**src/rtl/unit2_wb_merge.sv**
```systemverilog
// Writeback merger: buffers ALU/MEM/IO result streams in per-source FIFOs and
// drains them onto the single register-file write port with MEM > ALU > IO priority.
module unit2_wb_merge #(
  parameter int DEPTH    = 4,
  parameter int STALL_TH = 2,
  parameter int AW       = 6,
  parameter int DW       = 32
) (
  input  logic          clk,
  input  logic          rstn,
  input  logic [AW-1:0] alu_addr,
  input  logic [DW-1:0] alu_dd_val,
  input  logic [AW-1:0] mem_addr,
  input  logic [DW-1:0] mem_dd_val,
  input  logic [AW-1:0] io_addr,
  input  logic [DW-1:0] io_dd_val,
  output logic          wb_en,
  output logic [AW-1:0] wb_addr,
  output logic [DW-1:0] wb_val,
  output logic          stall,
  output logic          overflow
);

  localparam int          PW        = $clog2(DEPTH);
  localparam int          NSRC      = 3;
  localparam logic [PW:0] FULL_CNT  = (PW+1)'(DEPTH);
  localparam logic [PW:0] STALL_CNT = (PW+1)'(DEPTH - STALL_TH);

  // Source index order doubles as arbitration priority: 0 = MEM, 1 = ALU, 2 = IO.
  logic [AW-1:0]   src_addr  [NSRC];
  logic [DW-1:0]   src_val   [NSRC];
  logic [AW-1:0]   fifo_addr [NSRC][DEPTH];
  logic [DW-1:0]   fifo_val  [NSRC][DEPTH];
  logic [PW-1:0]   wptr      [NSRC];
  logic [PW-1:0]   rptr      [NSRC];
  logic [PW:0]     cnt       [NSRC];
  logic [NSRC-1:0] push;
  logic [NSRC-1:0] pop;
  logic [NSRC-1:0] accept;
  logic [NSRC-1:0] drop;

  logic            win_vld_p0;
  logic [AW-1:0]   win_addr_p0;
  logic [DW-1:0]   win_val_p0;
  logic            wb_en_p1;
  logic [AW-1:0]   wb_addr_p1;
  logic [DW-1:0]   wb_val_p1;

  assign src_addr[0] = mem_addr;
  assign src_val[0]  = mem_dd_val;
  assign src_addr[1] = alu_addr;
  assign src_val[1]  = alu_dd_val;
  assign src_addr[2] = io_addr;
  assign src_val[2]  = io_dd_val;

  // ---- stage p0: arbitration over FIFO heads (state before this edge's pushes)
  always_comb begin
    push        = '0;
    pop         = '0;
    accept      = '0;
    drop        = '0;
    win_vld_p0  = 1'b0;
    win_addr_p0 = '0;
    win_val_p0  = '0;
    for (int s = 0; s < NSRC; s++) begin
      push[s] = (src_addr[s] != '0);
      if (!win_vld_p0 && (cnt[s] != '0)) begin
        win_vld_p0  = 1'b1;
        pop[s]      = 1'b1;
        win_addr_p0 = fifo_addr[s][rptr[s]];
        win_val_p0  = fifo_val[s][rptr[s]];
      end
    end
    // A full FIFO still accepts when its head leaves on the same edge.
    for (int s = 0; s < NSRC; s++) begin
      accept[s] = push[s] && ((cnt[s] != FULL_CNT) || pop[s]);
      drop[s]   = push[s] && !accept[s];
    end
  end

  always_comb begin
    stall = 1'b0;
    for (int s = 0; s < NSRC; s++) begin
      stall = stall | (cnt[s] >= STALL_CNT);
    end
  end

  always_ff @(posedge clk) begin
    if (!rstn) begin
      for (int s = 0; s < NSRC; s++) begin
        wptr[s] <= '0;
        rptr[s] <= '0;
        cnt[s]  <= '0;
      end
      overflow   <= 1'b0;
      wb_en_p1   <= 1'b0;
      wb_addr_p1 <= '0;
      wb_val_p1  <= '0;
    end else begin
      for (int s = 0; s < NSRC; s++) begin
        if (accept[s]) wptr[s] <= wptr[s] + 1'b1;
        if (pop[s])    rptr[s] <= rptr[s] + 1'b1;
        case ({accept[s], pop[s]})
          2'b10:   cnt[s] <= cnt[s] + 1'b1;
          2'b01:   cnt[s] <= cnt[s] - 1'b1;
          default: cnt[s] <= cnt[s];
        endcase
      end
      if (|drop) overflow <= 1'b1;
      // ---- stage p1: registered write port
      wb_en_p1   <= win_vld_p0;
      wb_addr_p1 <= win_addr_p0;
      wb_val_p1  <= win_val_p0;
    end
  end

  // Storage carries no reset; validity is tracked entirely by the pointers.
  always_ff @(posedge clk) begin
    for (int s = 0; s < NSRC; s++) begin
      if (accept[s]) begin
        fifo_addr[s][wptr[s]] <= src_addr[s];
        fifo_val[s][wptr[s]]  <= src_val[s];
      end
    end
  end

  assign wb_en   = wb_en_p1;
  assign wb_addr = wb_addr_p1;
  assign wb_val  = wb_val_p1;

endmodule
```
**config.mk**
```make
export PLATFORM = sky130hd
export DESIGN_NAME = unit2_wb_merge
export DESIGN_NICKNAME = d
export VERILOG_FILES = /design/src/rtl/unit2_wb_merge.sv
export SDC_FILE = /design/constraint.sdc
export NUM_CORES = 1
export LEC_CHECK = 0
export CAP_MARGIN = 25
export CELL_PAD_IN_SITES_DETAIL_PLACEMENT = 2
export CELL_PAD_IN_SITES_GLOBAL_PLACEMENT = 2
export CORE_ASPECT_RATIO = 1.5
export CORE_MARGIN = 2
export CORE_UTILIZATION = 41
export DETAILED_ROUTE_END_ITERATION = 8
export PLACE_DENSITY_LB_ADDON = 0.3
export SETUP_SLACK_MARGIN = 0.05
export SYNTH_ARGS = -nofsm -noshare
export SYNTH_HDL_FRONTEND = slang
export SYNTH_SLANG_ARGS = --single-unit
```
**constraint.sdc**
```tcl
create_clock -name clk -period 2.85 [get_ports clk]
set_input_delay 0.4275 -clock clk [delete_from_list [all_inputs] [get_ports clk]]
set_output_delay 0.4275 -clock clk [all_outputs]
set_load 0.01 [all_outputs]
```
==> flow_summary_export.csv, run 1 <==
group,metric,value,unit
global_route,antenna_found_initial,7,
sta,finalSetupTns,0,ns
placed_design,placed_area,22500,sq um
die,start_util,41.4,%
drt,drt-total-wl,56400,um
critical_path,worst_setup_path_start_kind,"register",
power_and_ir_drop,peakVddDrop,0.893,mV
critical_path,cp_slowest_cell,"or3_4",
global_route,grt.total_usage,23.2,%
sta,worst_slew_pin_slew,0.697,ns
yosys,synth_area,19600,sq um
yosys,synth_edf_count,477,
sta,max_slew_margin,53.3,%
drt,drt_first_pass_iters,7,
clocking,cts_buffers,49,
final_layout,nets,1310,
die,dieArea,49700,sq um
drt,vias,10100,
global_route,grt_max_degree,39,
final_layout,syn2layout_area_growth,23.8,%
yosys,async_flop_share,0,%
yosys,syn-num-nets,1067,
critical_path,cp-startpoint,"cnt[0][2]$_SDFFCE_PP0P_",
sta,min_period,2.75,ns
job,drv_cap,0,
die,die_h,272,um
sta,holdWs,0.363,ns
hold_path,min_from,"rstn",
clocking,ctsHoldBuffers,0,
drt,antenna_left,0,
sta,slew_viol_final,0,
sta,skew,0.0286,ns
sta,setup_viol,0,
critical_path,critPathMaxFanout,30,
die,die_w,183,um
critical_path,slowest_delay,0.42,ns
critical_path,crit_arrival,3.16,ns
drt,avgViaCountPerCell,5.54,
clocking,htreeDepth,2,
critical_path,cp.required,3.26,ns
final_layout,final_cell_area,24300,sq um
clocking,cts_tree,"yes",
clocking,worstSkewPairLatency,0.59,ns
sta,rsz0062_at_grt,"yes",
die,core-area,47500,sq um
placed_design,port_buffers,156,
drt,drc,0,
sta,hold_viol,0,
clocking,cts.clk_slew.worst_paths,0.06,ns
yosys,yosys_warnings,0,
power_and_ir_drop,p_total,22.4,mW
die,boundaryPins,157,
sta,clock.fmax,364,MHz
die,num_rows,98,
global_route,grt_pass1_vias,11600,
yosys,synth-seq-cells,517,
critical_path,crit_chain,"or3_4, buf_6, buf_12, o211ai_4, nand2_4, inv_1, ha_4, o41ai_4, buf_4, or3b_4, a2bb2oi_1",
yosys,syn_inst,927,
clocking,clock_tree.root_cell,"clkbuf_16",
clocking,clk_path_buf_depth,3,
sta,finalCritPeriodShare,96.5,%
clocking,clock_sinks,517,
yosys,synth_cell_types,44,
global_route,gr-total-overflow,0,
drt,wl_per_cell,31.0,um
yosys,synth.avg_cell_area,21.2,sq um
yosys,yosysSeqAreaShare,77.0,%
power_and_ir_drop,power_density,922,nW/um^2
run_status,status,"completed",
drt,first_iter_violations,700,
hold_path,hp-class,"primary input to register",
power_and_ir_drop,leakage,8.15,nW
critical_path,critical_path_class,"register to register",
final_layout,drive_above_1_share,25.0,%
critical_path,end_kind,"register",
placed_design,gp_congestion,0.762,
yosys,synthFlopType,"edfxtp_1",
placed_design,post-dp-hpwl,36000,um
critical_path,regToRegStartpoint,"cnt[0][2]$_SDFFCE_PP0P_",
global_route,grt_pass1_wl,82100,um
[path summary, 6_finish.rpt]
path,end,slack (ns),depth (start not counted)
worst max-delay path,cnt[2][2]$_DFFE_PP_,0.10,11
worst min-delay path,overflow$_SDFFE_PN0P_,0.36,2
worst max register to register,cnt[2][2]$_DFFE_PP_,0.10,11
worst min register to register,cnt[2][0]$_DFFE_PP_,0.61,1
[Yosys cell counts (2+ instances only)]
| master | number | area [sq um] |
|---|---|---|
| nor2_1 | 21 | 78.8 |
| nand2_1 | 49 | 184 |
| inv_1 | 18 | 67.6 |
| buf_4 | 5 | 37.5 |
| xor2_1 | 2 | 17.5 |
| xnor2_1 | 5 | 43.8 |
| buf_6 | 2 | 22.5 |
| and3_1 | 4 | 25.0 |
| and2_1 | 8 | 50.1 |
| fa_1 | 2 | 40.0 |
| clkbuf_1 | 18 | 67.6 |
| nor4_1 | 4 | 25.0 |
| o21ai_0 | 7 | 35.0 |
| o221ai_1 | 2 | 17.5 |
| a21boi_1 | 36 | 270 |
| a22oi_1 | 36 | 270 |
| edfxtp_1 | 477 | 14300 |
| buf_2 | 19 | 95.1 |
| and3b_1 | 3 | 26.3 |
| ha_1 | 22 | 275 |
| a21oi_1 | 4 | 20.0 |
| nand2b_1 | 2 | 12.5 |
| buf_1 | 3 | 11.3 |
| nor3_1 | 3 | 15.0 |
| nor3b_2 | 3 | 37.5 |
| dfxtp_1 | 40 | 801 |
| or3_1 | 2 | 12.5 |
| mux4_2 | 114 | 2570 |
[cell usage in the layout (no fill, tap or decap), types with 2 or more instances in the layout]
cell type	count
nand2_1	48
inv_1	18
dfxtp_1	40
edfxtp_1	477
diode_2	7
and3_2	4
xor2_1	2
ha_1	19
and2_2	8
nor3_1	3
mux4_2	114
bufinv_16	5
buf_4	61
clkinv_1	5
nor4_1	4
fa_1	2
a21boi_1	36
nor2_1	21
xnor2_1	5
buf_6	3
o221ai_1	2
buf_12	19
clkbuf_16	51
nor3b_2	3
nand2b_1	2
clkbuf_1	12
a22oi_1	36
clkinv_2	11
o21ai_0	6
a21oi_1	4
clkbuf_8	6
and3b_1	3
ha_4	2
clkdlybuf4s50_1	155
[registers in the layout (all words and copies together) (netlist names), 6 cells and up]
signal,flops
wb_val,32
fifo_val,384
rptr,6
cnt,9
wptr,6
fifo_addr,72
wb_addr,6
[where the power goes]
| group | leakage [nW] | internal, mW | switching (mW) |
|---|---|---|---|
| Clock | 0.812 | 3.89 | 2.91 |
| Sequential | 4.82 | 10.1 | 0.542 |
| Combinational | 2.51 | 2.15 | 2.82 |
| Total | 8.15 | 16.1 | 6.27 |
[repair_timing]
item	in CTS	in global routing
gates resized for setup	9	4
buffers inserted	1	6
endpoints found under the setup margin	17	9
pin swaps	2	5
[kinds of logic after synthesis]
family | after synthesis | synth area share (%)
buffers and inverters | 66 | 1.55
DFF | 517 | 77.0
xor gates and xnor gates | 7 | 0.312
adders and majority gates | 24 | 1.61
muxes | 114 | 13.1
and+or+nand+nor | 105 | 2.67
AOI/OAI and AO/OA | 94 | 3.80
[cell type report]
type	instances	area, sq um
tap	600	751
inverter	19	71.3
clock buffer	69	1400
fill	4023	23100
multi-input combinational	344	4290
sequential	517	15100
antenna	7	17.5
clock inverter	23	240
timing repair buffer	239	2430
[critical path: cells and delay by family, from the launching register on]
kind | cells | cell delay (ns)
AOI/OAI and AO/OA | 3 | 0.46
buffers and inverters | 4 | 0.64
and+or+nand+nor | 3 | 0.89
adders and majority gates | 1 | 0.18
DFF | 1 | 0.38
[through the flow]
stage / util, % / worst slack [ns] / instances
after floorplan: - / -0.0541 / 927
final: 51.3 / 0.101 / 1818
after CTS: 51.0 / 0.0526 / 1805
after global placement: 47.5 / -0.359 / 1712
after detailed placement: 47.5 / -0.407 / 1712
after global routing: 51.3 / 0.0225 / 1818
[per-layer routing]
layer,vias to the layer above,share of wire [%],track usage (%)
li1,4283,-,-
met3,90,4.6,3.20
met5,-,0.023,0
met1,5395,37,26.6
met2,310,56,43.1
met4,2,3.1,9.80
Power figures use the tool's default switching activity.
==> inputs of run 2 (changes only) <==
==> constraint.sdc (replaced) <==
create_clock -name clk -period 2.85 [get_ports clk]
set_input_delay 0.4275 -clock clk [delete_from_list [all_inputs] [get_ports clk]]
set_output_delay 0.4275 -clock clk [all_outputs]
set_load 0.05 [all_outputs]
==> flow_summary_export.csv, run 2 (synthesized netlist as in run 1, its figures left out) <==
group,metric,value,unit
run_status,status,"completed",
critical_path,end_kind,"register",
global_route,antenna_found_initial,7,
clocking,clock_tree.root_cell,"clkbuf_16",
sta,setup_viol,0,
sta,max_slew_margin,51.8,%
power_and_ir_drop,pwr-share-comb,23.6,%
critical_path,crit_chain,"or3_4, buf_6, buf_12, o211ai_4, nand2_4, inv_1, ha_2, o41ai_4, buf_4, or3b_4, a2bb2oi_1",
sta,hold_viol,0,
power_and_ir_drop,clock_power_share,29.8,%
die,boundaryPins,157,
critical_path,path_delay_family,"simple AND/OR/NAND/NOR gates",
placed_design,gp_congestion,0.762,
die,start_util,41.4,%
clocking,clk_path_buf_depth,3,
clocking,cts.clk_slew.worst_paths,0.06,ns
final_layout,drive_above_1_share,25.0,%
final_layout,final_cell_mix,"477 x edfxtp_1, 154 x clkdlybuf4s50_1, 114 x mux4_2",
clocking,clock_sinks,517,
drt,avgViaCountPerCell,5.54,
final_layout,nets,1309,
final_layout,largest_reg_flops,384,
critical_path,critical_path_class,"register to register",
drt,drc,0,
die,dieArea,49700,sq um
power_and_ir_drop,pwr-share-seq,46.6,%
sta,min_period,2.73,ns
sta,clock.fmax,367,MHz
critical_path,worst_setup_path_start_kind,"register",
power_and_ir_drop,p_total,22.8,mW
placed_design,port_buffers,156,
drt,drt-total-wl,56300,um
drt,first_iter_violations,750,
sta,rsz0062_at_grt,"yes",
critical_path,cp.required,3.26,ns
job,drv_cap,0,
critical_path,cp_slowest_cell,"or3_4",
die,core-area,47500,sq um
drt,drt_first_pass_iters,4,
global_route,grt_max_degree,39,
final_layout,syn2layout_area_growth,23.7,%
die,die_w,183,um
sta,finalCritPeriodShare,95.7,%
sta,holdWs,0.361,ns
drt,wl_per_cell,31.0,um
power_and_ir_drop,peakVddDrop,0.893,mV
placed_design,post-dp-hpwl,36000,um
critical_path,crit_buf_inv,4,
power_and_ir_drop,leakage,8.14,nW
power_and_ir_drop,intPower,16.1,mW
drt,vias,10100,
drt,antenna_left,0,
sta,setup_slack,0.122,ns
hold_path,hp-class,"primary input to register",
critical_path,critPathMaxFanout,30,
clocking,cts_buffers,49,
power_and_ir_drop,power_switching,6.70,mW
sta,worst_slew_pin_slew,0.719,ns
sta,slew_viol_final,0,
critical_path,crit_arrival,3.14,ns
placed_design,pre_cts_ws,-0.407,ns
global_route,grt.total_usage,23.2,%
final_layout,layout.cells.most_common,"edfxtp_1",
power_and_ir_drop,power_density,939,nW/um^2
global_route,grt_pass1_vias,11600,
sta,skew,0.0280,ns
clocking,worstSkewPairLatency,0.58,ns
clocking,cts_tree,"yes",
power_and_ir_drop,swShare,29.4,%
critical_path,slowest_delay,0.42,ns
global_route,gr-total-overflow,0,
clocking,htreeDepth,2,
global_route,grt_pass1_wl,82100,um
die,die_h,272,um
die,num_rows,98,
run 2: worst paths after layout:
kind | from | endpoint | slack, ns | depth (start not counted)
hold / removal | rstn | overflow$_SDFFE_PN0P_ | 0.36 | 2
setup reg to reg | cnt[0][2]$_SDFFCE_PP0P_ | cnt[2][2]$_DFFE_PP_ | 0.12 | 11
hold reg to reg | cnt[2][0]$_DFFE_PP_ | cnt[2][0]$_DFFE_PP_ | 0.61 | 1
setup / recovery | cnt[0][2]$_SDFFCE_PP0P_ | cnt[2][2]$_DFFE_PP_ | 0.12 | 11
run 2: per-layer routing:
layer / global-route usage (%) / vias to the layer above / part of all wire, % / routed length [um]
met5: 0 / - / 0.023 / 13
met4: 9.80 / 2 / 2.9 / 1660
met3: 3.20 / 82 / 4.3 / 2440
met2: 43.1 / 304 / 56 / 31500
met1: 26.6 / 5394 / 37 / 20700
li1: - / 4283 / - / -
run 2: worst reg2reg max path: cells and delay by family (launching register included):
kind / cells / cell delay [ns]
AO/OA/AOI/OAI: 3 / 0.48
adder cells (fa/ha/maj): 1 / 0.21
buffers and inverters: 4 / 0.58
flip-flops: 1 / 0.38
AND/OR/NAND/NOR: 3 / 0.90
run 2: metrics by stage:
stage,TNS [ns],cells,utilization (%),instance area (sq um)
CTS,0,1805,51.0,24200
global placement,-3.07,1712,47.5,22500
detailed placement,-3.69,1712,47.5,22500
floorplan,-0.0780,927,-,19700
global route,0,1817,51.2,24300
finish,0,1817,51.2,24300
run 2: power by group through the flow:
stage	clock network (mW)	logic, mW	registers, mW
finish	6.80	5.39	10.6
global route	7.17	5.72	10.8
CTS	6.89	5.45	10.7
detailed placement	0	5.31	10.8
global placement	0	5.10	10.6
floorplan	0	2.57	11.0
run 2: layout make-up:
| cell class | count | area [sq um] |
|---|---|---|
| clock inverters | 23 | 240 |
| inverters | 19 | 71.3 |
| repair buffers | 238 | 2420 |
| diodes | 7 | 17.5 |
| clock buffers | 69 | 1400 |
| fillers | 4025 | 23100 |
| multi-input cells | 344 | 4280 |
| well taps | 600 | 751 |
| flip-flops and latches | 517 | 15100 |
run 2: repair_timing:
action / in CTS / in global routing
endpoints found under the setup margin: 17 / 10
gates cloned: 0 / 0
buffers inserted: 1 / 5
endpoints found under the hold margin: 0 / 0
hold buffers: 0 / 0
pin swaps: 2 / 5
resized for setup: 9 / 3
==> inputs of run 3 (changes only) <==
--- a/config.mk
+++ b/config.mk
@@ -5,6 +5,7 @@
 export SDC_FILE = /design/constraint.sdc
 export NUM_CORES = 1
 export LEC_CHECK = 0
+export ABC_CLOCK_PERIOD_IN_PS = 2850
 export CAP_MARGIN = 25
 export CELL_PAD_IN_SITES_DETAIL_PLACEMENT = 2
 export CELL_PAD_IN_SITES_GLOBAL_PLACEMENT = 2
==> results of run 3 <==
The final DEF is identical to that of run 2; final timing and power are the same.
